[src/rtl/fifo_write_arbiter.sv]
// Round-robin arbiter with burst locking. It shares the single write port of
// an asynchronous FIFO between NUM_REQ valid/ready requesters in the write clock domain.
module fifo_write_arbiter #(
  parameter int NUM_REQ   = 4,
  parameter int DATAWIDTH = 8,
  parameter int MAX_BURST = 4
) (
  input  logic                         wclk,
  input  logic                         wrst,
  input  logic [NUM_REQ-1:0]           req_en,
  input  logic [NUM_REQ-1:0]           req_valid,
  input  logic [NUM_REQ*DATAWIDTH-1:0] req_data,
  output logic [NUM_REQ-1:0]           req_ready,
  input  logic                         full,
  output logic                         wr,
  output logic [DATAWIDTH-1:0]         wdata,
  output logic [$clog2(NUM_REQ)-1:0]   grant_id,
  output logic                         grant_vld,
  output logic                         busy
);

  localparam int IDW = $clog2(NUM_REQ);
  localparam int CW  = $clog2(MAX_BURST + 1);
  localparam logic [CW-1:0]  LAST_BEAT = CW'(MAX_BURST);
  localparam logic [IDW-1:0] LAST_IDX  = IDW'(NUM_REQ - 1);

  typedef enum logic {IDLE, BURST} state_e;

  state_e               state, state_nxt;
  logic [IDW-1:0]       rr_ptr, rr_ptr_nxt;
  logic [IDW-1:0]       owner, owner_nxt;
  logic [CW-1:0]        beat_cnt, beat_cnt_nxt;
  logic [NUM_REQ-1:0]   elig;
  logic [IDW-1:0]       sel;
  logic [IDW-1:0]       gid;
  logic                 gvld;
  logic                 xfer;
  logic [DATAWIDTH-1:0] data_arr [NUM_REQ];

  // Increment modulo NUM_REQ. NUM_REQ need not be a power of two.
  function automatic logic [IDW-1:0] next_idx(input logic [IDW-1:0] i);
    return (i == LAST_IDX) ? '0 : i + 1'b1;
  endfunction

  assign elig = req_valid & req_en;

  for (genvar g = 0; g < NUM_REQ; g++) begin : g_unpack
    assign data_arr[g] = req_data[g*DATAWIDTH +: DATAWIDTH];
  end

  // Scan from rr_ptr with wrap-around. The first eligible index wins.
  always_comb begin : sel_scan
    logic [IDW-1:0] idx;
    logic           found;
    // NOTE: every always_comb output gets a default value before any branch.
    // A path that leaves a signal unassigned would infer a latch.
    sel   = rr_ptr;
    found = 1'b0;
    idx   = rr_ptr;
    for (int k = 0; k < NUM_REQ; k++) begin
      if (!found && elig[idx]) begin
        sel   = idx;
        found = 1'b1;
      end
      idx = next_idx(idx);
    end
  end

  always_comb begin
    gid  = sel;
    gvld = |elig;
    if (state == BURST) begin
      gid  = owner;
      gvld = elig[owner];
    end
    // Reset gates the handshake. Otherwise a live requester would be granted while the flops are held.
    xfer = gvld & ~full & wrst;
  end

  assign wr        = xfer;
  assign wdata     = data_arr[gid];
  assign grant_id  = gid;
  assign grant_vld = gvld & wrst;
  assign busy      = (state == BURST) & wrst;
  assign req_ready = xfer ? (NUM_REQ'(1) << gid) : '0;

  always_comb begin
    state_nxt    = state;
    rr_ptr_nxt   = rr_ptr;
    owner_nxt    = owner;
    beat_cnt_nxt = beat_cnt;
    unique case (state)
      IDLE: begin
        if (xfer) begin
          if (MAX_BURST == 1) begin
            rr_ptr_nxt = next_idx(sel);
          end else begin
            state_nxt    = BURST;
            owner_nxt    = sel;
            beat_cnt_nxt = CW'(1);
          end
        end
      end
      BURST: begin
        if (xfer) begin
          if (beat_cnt + 1'b1 == LAST_BEAT) begin
            state_nxt    = IDLE;
            rr_ptr_nxt   = next_idx(owner);
            beat_cnt_nxt = '0;
          end else begin
            beat_cnt_nxt = beat_cnt + 1'b1;
          end
        end else if (!elig[owner]) begin
          // The owner went away. Hand its turn on and spend one bubble cycle.
          state_nxt    = IDLE;
          rr_ptr_nxt   = next_idx(owner);
          beat_cnt_nxt = '0;
        end
      end
      default: state_nxt = IDLE;
    endcase
  end

  // NOTE: state registers use non-blocking assignments. All flops then sample
  // pre-edge values, whatever order the blocks are evaluated in.
  always_ff @(posedge wclk or negedge wrst) begin
    if (!wrst) begin
      state    <= IDLE;
      rr_ptr   <= '0;
      owner    <= '0;
      beat_cnt <= '0;
    end else begin
      state    <= state_nxt;
      rr_ptr   <= rr_ptr_nxt;
      owner    <= owner_nxt;
      beat_cnt <= beat_cnt_nxt;
    end
  end

endmodule

[config.mk]
export PLATFORM = sky130hd
export DESIGN_NAME = fifo_write_arbiter
export DESIGN_NICKNAME = d
export VERILOG_FILES = /design/src/rtl/fifo_write_arbiter.sv
export SDC_FILE = /design/constraint.sdc
export NUM_CORES = 1
export LEC_CHECK = 0
export CORE_MARGIN = 2
export CORE_UTILIZATION = 40
export DETAILED_ROUTE_END_ITERATION = 16
export PLACE_DENSITY = 0.78
export REMOVE_ABC_BUFFERS = 1
export SYNTH_ARGS = -nofsm -noshare
export SYNTH_HDL_FRONTEND = slang
export SYNTH_SLANG_ARGS = --single-unit
[constraint.sdc]
create_clock -name wclk -period 3.5 [get_ports wclk]
set_input_delay 0.875 -clock wclk [delete_from_list [all_inputs] [get_ports wclk]]
set_output_delay 0.875 -clock wclk [all_outputs]
set_load 0.005 [all_outputs]
==> impl_metrics.py, run 1 <==
metrics = {
    "cts": {
        "cts_tree": "built",
        "path_clk_slew_ns": 0.04,
        "htree_levels": 1,
        "clock_path_buffers": 2,
        "ctsHoldBuffers": 0,
        "cts-root-buf": "clkbuf_8",
        "insertion_delay_ns": 0.23,
        "cts.sinks": 8,
        "numCtsBuffers": 3,
    },
    "floorplan": {
        "core_um2": 3630,
        "ios": 60,
        "start_util": 0.411,
        "die_h_um": 65.1,
        "num_rows": 22,
        "fp.dieW_um": 65.1,
        "die_area_um2": 4240,
    },
    "synthesis": {
        "post_synth.cell_area_avg_um2": 7.99,
        "synth_largest_area_cell": "dfrtp_1",
        "synth_seq_cells": 8,
        "synth.distinct_cells": 46,
        "synth_top_area_share": 0.134,
        "synth_area_leaders": "dfrtp_1 13%, mux2_2 13%, nand2_1 9.5%, a221oi_1 9.4%, o21ai_0 6.4%",
        "syn_inst": 187,
        "synthArstFlopShare": 1.00,
        "syn_area_um2": 1490,
        "synth-edff-count": 0,
        "ys_seq_area_frac": 0.134,
        "ys.flop_type": "dfrtp_1",
        "yosysWarningCount": 0,
    },
    "setup_path": {
        "r2r_start": "rr_ptr[0]",
        "path_max_fanout": 4,
        "path_class": "in2out",
        "cp.arrival_ns": 3.13,
        "cp.required_ns": 2.62,
        "reg2reg_setup_slack_ns": 1.18,
        "start_kind": "input pin",
        "reg2reg_to": "owner[0]",
        "ff2ff_path_depth": 6,
        "endpoint_kind": "primary output",
    },
    "global_routing": {
        "grt_pass1_wl_mm": 8.30,
        "grt_max_degree": 36,
        "grt_overflow": 0,
        "grt_usage": 0.247,
        "grt_pass1_vias": 1788,
        "antenna_found_initial": 0,
    },
    "placed_design": {
        "gp_congestion": 0.922,
        "post-place-cells": 316,
        "dp_hpwl_mm": 3.49,
        "dpl_worst_slack_ns": -1.10,
        "io_buffers": 59,
    },
    "finish": {
        "finalNonFillerCells": 332,
        "layout_common_cells": "41 x buf_4, 38 x clkdlybuf4s50_1, 34 x nand2_1",
        "multi_input_area_um2": 1260,
        "seq_area_um2": 200,
        "area_delta_synth_final_pct": 68.9,
        "layout_commonest_cell": "buf_4",
        "final_layout_size_suffix_gt1_frac": 0.412,
        "final_nets": 334,
        "nFillCells": 288,
        "antenna_cells": 0,
    },
    "routing": {
        "avgViaCountPerCell": 5.61,
        "highest_layer": "met4",
        "wire_per_inst_um": 15.3,
        "wl_mm": 5.07,
        "drc": 0,
        "vias": 1861,
        "wl_met1_mm": 2.08,
        "wl_met3_um": 300,
        "drt_iter0_drc": 81,
        "wl_met2_mm": 2.64,
        "antenna_left": 0,
        "drt-pass1-iter-count": 4,
    },
    "sta": {
        "finalMaxSlewViolations": 0,
        "hold_violations": 0,
        "fin_tns_setup_ns": -5.50,
        "hold_ws_ns": 0.538,
        "period_needed_ns": 4.00,
        "finClkSkew_ns": 0.00142,
        "tightestPinTransition_ns": 0.475,
        "relSlewSlack": 0.683,
        "layout_setup_ws_ns": -0.500,
        "max_clock_freq_ghz": 0.250,
        "min_period_over_period": 1.14,
        "setup_viol": 15,
        "rsz0062_at_grt": "true",
    },
    "outcome": {
        "violations": "setup timing",
        "status": "finished, violations left",
    },
    "min_path": {
        "min_path_cells": 2,
        "hold_path_class": "reg2reg",
        "holdPathEnd": "beat_cnt[1]",
        "min_from": "beat_cnt[1]",
    },
    "pwr": {
        "ir_drop_mv": 0.507,
        "leakage_nw": 1.10,
        "power_density_nw_per_um2": 1020,
    },
    "run": {
        "cap_violations": 0,
    },
}
-- report_power, final --
group | total, W | switching, W | leakage (nW) | internal (W)
combinational | 0.00227 | 0.00101 | 0.982 | 0.00126
clock | 0.000114 | 0.0000391 | 0.0216 | 0.0000747
sequential | 0.000184 | 0.0000529 | 0.100 | 0.000131
total | 0.00257 | 0.00110 | 1.10 | 0.00146
-- final cells by class --
| cell class | count | share of cell area |
|---|---|---|
| Sequential cell | 8 | 0.0793 |
| Multi-Input combinational cell | 160 | 0.498 |
| Inverter | 6 | 0.00892 |
| Clock buffer | 3 | 0.0164 |
| Tap cell | 48 | 0.0238 |
| Timing Repair Buffer | 107 | 0.374 |
-- per-layer routing --
metal | vias to the layer above | global-route usage
met5 | - | 0
li1 | 907 | -
met1 | 879 | 0.298
met3 | 7 | 0.0360
met4 | 0 | 0.0573
met2 | 68 | 0.461
-- through the flow --
stage          utilization  area, µm²  total power, W
2_1_floorplan            -       1420         0.00127
3_3_place_gp         0.645       2340         0.00218
3_5_place_dp         0.645       2340         0.00221
4_1_cts              0.677       2460         0.00242
5_1_grt              0.695       2520         0.00276
6_report             0.695       2520         0.00257
-- worst max-delay path by stage --
stage | startpoint | end | slack, ns
after floorplan | req_valid[0] | req_ready[2] | -0.09
after global placement | req_valid[2] | req_ready[2] | -1.04
after detailed placement | req_valid[3] | req_ready[2] | -1.10
after CTS | req_en[0] | wdata[0] | -0.47
after global routing | req_valid[3] | wdata[0] | -0.54
final | req_valid[3] | wdata[0] | -0.50
-- registers in the layout, summed over array words and instances, names as in the netlist --
signal / count
beat_cnt: 3
owner: 2
rr_ptr: 2
state: 1
-- timing repair --
action | CTS | global route
pin swaps | 4 | 5
gates cloned | 1 | 0
setup buffers | 8 | 4
endpoints found under the setup margin | 16 | 15
gates resized for setup | 106 | 8
-- kinds of logic after synthesis --
kind of cell / count (synthesis) / share of synthesized area
fa+ha+maj: 5 / 0.0419
compound gates: 53 / 0.259
mux: 34 / 0.284
flops: 8 / 0.134
simple gates: 67 / 0.219
buf+inv: 20 / 0.0628
-- synthesized netlist by cell type (3+ instances only) --
library cell	count
mux2i_1	9
clkbuf_1	7
o21ai_0	19
dfrtp_1	8
mux2_2	17
buf_2	3
inv_1	4
mux4_2	4
ha_1	5
nand2_1	38
and2_1	5
nand3_1	4
nor2_1	7
a221oi_1	16
-- critical path, stage by stage --
cell	delay, ns
buf_6	0.10
and2_4	0.15
mux4_2	0.50
nand2_2	0.11
mux2_4	0.30
a22o_4	0.25
mux2_4	0.31
buf_12	0.14
buf_6	0.11
mux2i_1	0.14
buf_2	0.13
No activity file was read; power rests on OpenSTA's default activity.
==> run 2: changes to the inputs <==
- CTS_CLUSTER_DIAMETER: not set -> 30
- MAX_ROUTING_LAYER: not set -> met4
==> run 2 against run 1 <==
Effect of this change: the flow still finishes with violations (setup timing); maximum frequency increased by 0.37%; power decreased by 0.75%; worst hold slack got worse by 0.029 ns; first-iteration DRC count increased by 32%; register-to-register slack about the same; largest power group unchanged.
==> impl_metrics.py, run 2 (synthesized netlist as in run 1, its figures left out) <==
metrics = {
    "cts": {
        "cts_tree": "built",
        "htree_levels": 1,
        "path_clk_slew_ns": 0.04,
        "cts-root-buf": "clkbuf_8",
        "ctsHoldBuffers": 0,
        "cts.sinks": 8,
        "numCtsBuffers": 3,
        "clock_path_buffers": 2,
        "insertion_delay_ns": 0.23,
    },
    "routing": {
        "wl_mm": 4.87,
        "antenna_left": 0,
        "drt-pass1-iter-count": 5,
        "avgViaCountPerCell": 5.55,
        "drc": 0,
        "wire_per_inst_um": 14.6,
        "drt_iter0_drc": 107,
        "vias": 1854,
    },
    "min_path": {
        "hold_path_class": "reg2reg",
        "min_from": "beat_cnt[0]",
        "min_path_cells": 1,
        "holdPathEnd": "beat_cnt[0]",
    },
    "finish": {
        "area_delta_synth_final_pct": 70.0,
        "reg_top3": "beat_cnt: 3 flops, owner: 2 flops, rr_ptr: 2 flops",
        "seq_area_um2": 200,
        "layout_common_cells": "41 x buf_4, 36 x clkdlybuf4s50_1, 33 x nand2_1",
        "finalNonFillerCells": 334,
        "largest_register_ffs": 3,
        "final_nets": 336,
        "antenna_cells": 0,
        "nFillCells": 302,
        "final_layout_size_suffix_gt1_frac": 0.423,
        "layout_commonest_cell": "buf_4",
        "regMostFlops": "beat_cnt",
        "fin_area_um2": 2540,
        "multi_input_area_um2": 1270,
    },
    "floorplan": {
        "ios": 60,
        "core_um2": 3630,
        "fp.dieW_um": 65.1,
        "num_rows": 22,
        "die_h_um": 65.1,
        "die_area_um2": 4240,
        "start_util": 0.411,
    },
    "sta": {
        "finClkSkew_ns": 0.00338,
        "max_clock_freq_ghz": 0.251,
        "finalMaxSlewViolations": 0,
        "tightestPinTransition_ns": 0.290,
        "layout_setup_ws_ns": -0.485,
        "relSlewSlack": 0.806,
        "hold_violations": 0,
        "setup_viol": 13,
        "min_period_over_period": 1.14,
        "rsz0062_at_grt": "true",
        "period_needed_ns": 3.99,
    },
    "setup_path": {
        "reg2reg_setup_slack_ns": 1.18,
        "worst-path-buf-inv": 4,
        "crit_family": "multiplexers",
        "reg2reg_to": "owner[0]",
        "path_class": "in2out",
        "path_max_fanout": 5,
        "start_kind": "input pin",
        "cp.required_ns": 2.62,
        "cp.arrival_ns": 3.11,
        "r2r_start": "rr_ptr[0]",
        "ff2ff_path_depth": 6,
        "worstPathCellList": "buf_8 > and2_4 > mux4_2 > nand2_2 > mux2_4 > a22o_4 > mux2_4 > buf_6 > buf_6 > mux2i_1 > buf_2",
        "crit_path_top_delay_cell": "mux4_2",
        "critical-path-max-stage-delay_ns": 0.50,
        "endpoint_kind": "primary output",
    },
    "placed_design": {
        "gp_congestion": 0.923,
        "dp_hpwl_mm": 3.45,
        "io_buffers": 59,
        "dpl_worst_slack_ns": -1.10,
        "post-place-cells": 314,
        "postPlaceCellArea_um2": 2330,
    },
    "global_routing": {
        "grt_max_degree": 35,
        "grt_pass1_vias": 1881,
        "antenna_found_initial": 0,
        "use_met3": 0.0154,
        "grt_util_met2": 0.452,
        "grt_pass1_wl_mm": 8.09,
        "grt_usage": 0.244,
        "top_usage_layer": "met2",
        "grt_overflow": 0,
        "grtUsageMet1": 0.287,
    },
    "pwr": {
        "ir_drop_mv": 0.478,
        "power_density_nw_per_um2": 1000,
        "leakage_nw": 1.13,
    },
    "outcome": {
        "violations": "setup timing",
        "status": "finished, violations left",
    },
    "run": {
        "cap_violations": 0,
    },
}
==> run 2: stage by stage <==
stage,hold WS (ns),power (W),TNS (ns),utilization
CTS,0.510,0.00242,-4.60,0.684
global placement,0.499,0.00215,-14.54,0.641
global route,0.546,0.00275,-5.66,0.699
floorplan,0.473,0.00127,-0.868,-
finish,0.509,0.00255,-4.96,0.699
detailed placement,0.505,0.00218,-15.39,0.641
==> run 2: final cells by class <==
class,count,share of cell area
inverters,6,0.00887
flip-flops and latches,8,0.0788
clock buffers,3,0.0163
multi-input cells,160,0.500
well taps,48,0.0236
repair buffers,109,0.372
==> run 2: worst max-delay path by stage <==
stage               cells past startpoint           end         start
floorplan                               7  req_ready[2]  req_valid[0]
global placement                        9  req_ready[2]  req_valid[2]
detailed placement                      9      wdata[0]  req_valid[2]
CTS                                    11      wdata[1]     req_en[2]
global route                           11      wdata[1]  req_valid[2]
finish                                 11      wdata[1]  req_valid[2]
==> run 2: layer usage <==
metal / vias up / wire length, µm
li1: 909 / -
met1: 877 / 2080
met2: 60 / 2540
met3: 8 / 187
met4: 0 / 57
met5: - / 0
==> run 2: what timing repair did <==
item | in CTS | in global routing
pin swaps | 9 | 6
endpoints found under the setup margin | 16 | 15
buffers inserted | 14 | 2
gates resized for setup | 113 | 10
gates cloned | 1 | 0
==> run 2: report_power, final <==
part / leakage, nW / switching [W] / internal (W)
logic: 1.01 / 0.00102 / 0.00124
clock network: 0.0216 / 0.0000384 / 0.0000747
registers: 0.100 / 0.0000348 / 0.000131
==> run 3: changes to the inputs <==
- CTS_CLUSTER_SIZE: not set -> 12
==> results of run 3 <==
Final layout, timing and power as in run 2 (identical DEF).
